$ cat src/rtl/uart_xmit_arb.sv
// Round-robin arbiter that lets NREQ byte producers share one UART transmitter.
// Drives the xmitH/xmit_dataH/xmit_doneH handshake and acks each winner once its frame has left.
module uart_xmit_arb #(
  parameter int NREQ         = 4,
  parameter int IDW          = 2,
  parameter int BUSY_TIMEOUT = 4
) (
  input  logic              sys_clk,
  input  logic              sys_rst_l,
  input  logic [NREQ-1:0]   req_valid,
  input  logic [8*NREQ-1:0] req_data,
  output logic [NREQ-1:0]   req_ack,
  output logic              xmitH,
  output logic [7:0]        xmit_dataH,
  input  logic              xmit_doneH,
  output logic              busy,
  output logic [IDW-1:0]    grant_id,
  output logic              err_timeout
);

  typedef enum logic [2:0] {
    S_IDLE,
    S_START,
    S_WAIT_BUSY,
    S_WAIT_DONE,
    S_ACK
  } state_t;

  localparam int             SW          = IDW + 1;
  localparam logic [7:0]     TIMEOUT_VAL = 8'(BUSY_TIMEOUT);
  localparam logic [IDW-1:0] LAST_ID     = IDW'(NREQ - 1);
  localparam logic [SW-1:0]  NREQ_W      = SW'(NREQ);

  state_t           r_state, w_state_next;
  logic [IDW-1:0]   r_rr_ptr, w_rr_ptr_next;
  logic [7:0]       r_cnt, w_cnt_next, w_cnt_inc;
  logic [IDW-1:0]   r_grant_id, w_grant_id_next, w_grant_inc;
  logic [7:0]       r_xmit_data, w_xmit_data_next;
  logic [NREQ-1:0]  r_req_ack, w_req_ack_next;
  logic             r_xmitH, r_busy, r_err_timeout, w_err_timeout_next;

  logic [7:0]       w_req_byte [NREQ];
  logic [2*NREQ-1:0] w_dbl_valid;
  logic [NREQ-1:0]  w_rot_valid;
  logic [SW-1:0]    w_offset, w_sum;
  logic [IDW-1:0]   w_winner;
  logic             w_found;

  genvar gi;
  generate
    for (gi = 0; gi < NREQ; gi++) begin : g_byte
      assign w_req_byte[gi] = req_data[8*gi +: 8];
    end
  endgenerate

  // Rotate the request vector so rr_ptr lands at bit 0; the lowest set bit is then the winner's offset.
  assign w_dbl_valid = {req_valid, req_valid} >> r_rr_ptr;
  assign w_rot_valid = w_dbl_valid[NREQ-1:0];

  always_comb begin
    w_offset = '0;
    for (int k = NREQ - 1; k >= 0; k--) begin
      if (w_rot_valid[k]) w_offset = SW'(k);
    end
  end

  assign w_found     = |req_valid;
  assign w_sum       = {1'b0, r_rr_ptr} + w_offset;
  assign w_winner    = (w_sum >= NREQ_W) ? IDW'(w_sum - NREQ_W) : w_sum[IDW-1:0];
  assign w_grant_inc = (r_grant_id == LAST_ID) ? '0 : r_grant_id + IDW'(1);
  assign w_cnt_inc   = r_cnt + 8'd1;

  always_ff @(posedge sys_clk or negedge sys_rst_l) begin
    if (!sys_rst_l) r_state <= S_IDLE;
    else            r_state <= w_state_next;
  end

  always_comb begin
    w_state_next       = r_state;
    w_rr_ptr_next      = r_rr_ptr;
    w_cnt_next         = r_cnt;
    w_grant_id_next    = r_grant_id;
    w_xmit_data_next   = r_xmit_data;
    w_req_ack_next     = '0;
    w_err_timeout_next = 1'b0;
    case (r_state)
      S_IDLE: begin
        if (xmit_doneH && w_found) begin
          w_state_next     = S_START;
          w_grant_id_next  = w_winner;
          w_xmit_data_next = w_req_byte[w_winner];
        end
      end
      S_START: begin
        w_cnt_next   = '0;
        w_state_next = S_WAIT_BUSY;
      end
      S_WAIT_BUSY: begin
        // The error pulse fires as the count lands on the limit; the abort follows one cycle later.
        if (r_cnt == TIMEOUT_VAL) begin
          w_state_next  = S_IDLE;
          w_rr_ptr_next = w_grant_inc;
        end else if (!xmit_doneH) begin
          w_state_next = S_WAIT_DONE;
        end else begin
          if (r_cnt != 8'hFF) w_cnt_next = w_cnt_inc;
          if (w_cnt_inc == TIMEOUT_VAL) w_err_timeout_next = 1'b1;
        end
      end
      S_WAIT_DONE: begin
        if (xmit_doneH) begin
          w_state_next               = S_ACK;
          w_req_ack_next[r_grant_id] = 1'b1;
        end
      end
      S_ACK: begin
        w_rr_ptr_next = w_grant_inc;
        w_state_next  = S_IDLE;
      end
      default: w_state_next = S_IDLE;
    endcase
  end

  always_ff @(posedge sys_clk or negedge sys_rst_l) begin
    if (!sys_rst_l) begin
      r_rr_ptr      <= '0;
      r_cnt         <= '0;
      r_grant_id    <= '0;
      r_xmit_data   <= '0;
      r_req_ack     <= '0;
      r_xmitH       <= 1'b0;
      r_busy        <= 1'b0;
      r_err_timeout <= 1'b0;
    end else begin
      r_rr_ptr      <= w_rr_ptr_next;
      r_cnt         <= w_cnt_next;
      r_grant_id    <= w_grant_id_next;
      r_xmit_data   <= w_xmit_data_next;
      r_req_ack     <= w_req_ack_next;
      r_xmitH       <= (w_state_next == S_START);
      r_busy        <= (w_state_next != S_IDLE);
      r_err_timeout <= w_err_timeout_next;
    end
  end

  assign req_ack     = r_req_ack;
  assign xmitH       = r_xmitH;
  assign xmit_dataH  = r_xmit_data;
  assign busy        = r_busy;
  assign grant_id    = r_grant_id;
  assign err_timeout = r_err_timeout;

endmodule

$ cat config.mk
export PLATFORM = sky130hd
export DESIGN_NAME = uart_xmit_arb
export DESIGN_NICKNAME = d
export VERILOG_FILES = /design/src/rtl/uart_xmit_arb.sv
export SDC_FILE = /design/constraint.sdc
export NUM_CORES = 1
export LEC_CHECK = 0
export CAP_MARGIN = 20
export CORE_UTILIZATION = 43
export DETAILED_ROUTE_END_ITERATION = 6
export GPL_TIMING_DRIVEN = 0
export PLACE_DENSITY = 0.86
export SYNTH_ARGS = -nofsm -noshare
export SYNTH_HDL_FRONTEND = slang
export SYNTH_SLANG_ARGS = --single-unit
$ cat constraint.sdc
create_clock -name sys_clk -period 2.1 [get_ports sys_clk]
set_input_delay 0.42 -clock sys_clk [delete_from_list [all_inputs] [get_ports sys_clk]]
set_output_delay 0.42 -clock sys_clk [all_outputs]
set_load 0.1 [all_outputs]
==> results.cfg <==
[floorplanning]
dieWidth_um = 69.8
die-area_um2 = 4880
fp.dieH_um = 69.8
row_count = 24
core-area_um2 = 4380
ioPinCount = 56
start_util_pct = 45.1

[setup_path]
path_max_fanout = 8
rr_startpoint = r_rr_ptr[1]
regToRegSetupSlack_ps = -90
cp-start-kind = flop
arrival_ps = 2330
reg2reg_to = xmit_dataH[5]
end_kind = flop
worstPathRequired_ps = 2250
path_class = flop to flop
r2r_cells = 9

[sta]
relSlewSlack_pct = 33.3
setup-violations-final = 8
layout_min_cycle_time_ps = 2190
hold_viol = 0
slew_viol_final = 0
max_freq_ghz = 0.457
worst_pin_slew_ps = 1010
fin_crit_sh_pct = 104
worst_slack_ps = -87.3
skew_ps = 10.1
rsz0062_at_grt = yes

[clock_tree]
clk_pin_slew_worst_paths_ps = 70
cts_tree = yes
holdBufCountCts = 0
cts.sinks = 30
cts_buffer_depth = 2
clock_latency_ps = 280
cts_made_buffers = 5
h-tree-depth = 2
cts_root_buffer = clkbuf_8

[drt]
routed_wl_mm = 5.85
drc = 0
first_iter_violations = 108
vias_per_cell = 5.88
ant_nets = 0
wl_per_cell_um = 17.6
num_vias = 1953
dr.pass1.iters = 5

[grt]
grt_pass1_wl_mm = 8.82
grt_max_degree = 18
globalRouteMet3Util_pct = 6.83
top_usage_layer = met2
grt_pass1_vias = 1881
grt_use_met1_pct = 29.0
grt_use_met2_pct = 37.0
antenna_found_initial = 0
grt_usage_pct = 23.0
grt.overflow.total = 0

[layout]
nFillCells = 303
diodes = 0
seq_area_um2 = 752
drive_gt1_share_pct = 25.0
syn_to_final_growth_pct = 53.5
final_util_pct = 69.3
fin_nets = 326
multi_input_comb_area_um2 = 1380

[min_path]
hold_path.class = flop to flop
hold_depth = 2
worstHoldStart = xmit_dataH[4]
hold_end = xmit_dataH[4]

[synthesis]
yosysMostFrequentCell = dfrtp_1
synth_top_area_share_pct = 37.9
ys.flop_type = dfrtp_1
synth_cells = 212
synth_fp_nets = 259
synth-async-reset-ratio_pct = 100
yosys_warnings = 0
synth_edf_count = 0
seq_area_frac_synth_pct = 37.9
yosys-top-cells-area = dfrtp_1, nor2b_1, ha_1
synth-seq-cells = 30
yosys-top-cells-count = dfrtp_1, nand2_1, nor2b_1
ys_types = 52
syn_area_um2 = 1980
syn_avg_cell_area_um2 = 9.34
synth_top_area_cell = dfrtp_1

[power_and_ir_drop]
p_seq_share_pct = 19.1
powerDensity_nw_per_um2 = 1630
p_comb_share_pct = 69.8
p_clk_share_pct = 11.1
ir_drop_uv = 1220
switching_share_pct = 53.2
p_leak_nw = 1.29
p_int_w = 0.00231
switchingPower_w = 0.00263

[place]
dp_hpwl_mm = 3.58
numPortBuffers = 54
place_congestion = 0.812
place_ws_ps = -1020

[flow_run]
max-cap-violations = 0

[run_status]
outcome = finished, violations left
violations = negative setup slack
==> per-layer routing <==
| layer | wire length (um) | part of all wire, % |
|---|---|---|
| met5 | 0 | 0 |
| met4 | 43 | 0.74 |
| met3 | 401 | 6.9 |
| met2 | 2950 | 50 |
| met1 | 2450 | 42 |
==> cells in the final DEF, fill, tap and decap left out, types with 7 or more instances in the layout <==
master | netlist | layout
a221oi_2 | 0 | 7
clkbuf_8 | 2 | 11
clkdlybuf4s50_1 | 0 | 34
dfrtp_1 | 30 | 29
dlygate4sd2_1 | 0 | 17
inv_1 | 9 | 9
nand2_1 | 18 | 17
nor2_1 | 8 | 7
nor2b_1 | 17 | 16
o21ai_0 | 14 | 14
o31ai_1 | 10 | 10
==> cell families after synthesis <==
group                    share of synthesized area, %
AO/OA/AOI/OAI                                    23.3
adder cells (fa/ha/maj)                          5.06
multiplexers                                     2.46
AND/OR/NAND/NOR                                  22.7
buffers and inverters                            5.88
flip-flops                                       37.9
XOR/XNOR                                         2.66
==> metrics by stage <==
stage          instances  total power, W  hold WS, ps  area, um^2  TNS [ps]
2_1_floorplan        212         0.00292          124        2010     -79.8
3_3_place_gp         318         0.00351          463        2610     -9110
3_5_place_dp         319         0.00358          471        2640    -10190
4_1_cts              330         0.00466          487        2970      -619
5_1_grt              332         0.00520          529        3040     -1810
6_report             332         0.00494          494        3040      -541
==> worst max-delay path, stage by stage (launching register included) <==
cell and delay [ps]:
dfrtp_2 420, nand2_1 70, a21oi_1 160, a21oi_1 80, a21oi_1 160, ha_2 310, xor2_4 240, nand3_4 200
a221oi_2 320, o31ai_1 90
==> power groups by stage <==
| stage | sequential (W) | clock [W] | combinational [W] |
|---|---|---|---|
| after floorplan | 0.00171 | 0 | 0.00120 |
| after global placement | 0.000920 | 0 | 0.00259 |
| after detailed placement | 0.000924 | 0 | 0.00266 |
| after CTS | 0.000916 | 0.000551 | 0.00319 |
| after global routing | 0.000971 | 0.000585 | 0.00364 |
| final | 0.000946 | 0.000547 | 0.00345 |
==> sequential cells by signal, summed over array words and instances, names as in the netlist <==
name	flops
req_ack	4
xmit_dataH	8
r_state	3
busy	1
r_rr_ptr	2
err_timeout	1
xmitH	1
grant_id	2
r_cnt	8
==> worst max path at each step <==
stage	endpoint	slack [ps]	from	cells after the start
2_1_floorplan	xmit_dataH[7]	-10	r_rr_ptr[1]	11
3_3_place_gp	xmit_dataH[7]	-960	req_valid[2]	10
3_5_place_dp	xmit_dataH[7]	-1020	req_valid[2]	10
4_1_cts	xmit_dataH[7]	-100	r_rr_ptr[1]	11
5_1_grt	xmit_dataH[4]	-250	r_rr_ptr[1]	9
6_report	xmit_dataH[5]	-90	r_rr_ptr[1]	9
==> timing repair <==
item / CTS / global route
setup endpoints to repair: 29 / 13
setup buffers: 3 / 3
pin swaps: 14 / 14
resized for setup: 67 / 16
==> layout make-up <==
cell class                      instances  area share (%)
Tap cell                               52            2.14
Multi-Input combinational cell        161            45.4
Inverter                                9            1.11
Timing Repair Buffer                   61            19.9
Sequential cell                        30            24.7
Clock buffer                            8            3.62
Buffer                                 11            3.13
No activity file was read; power rests on OpenSTA's default activity.
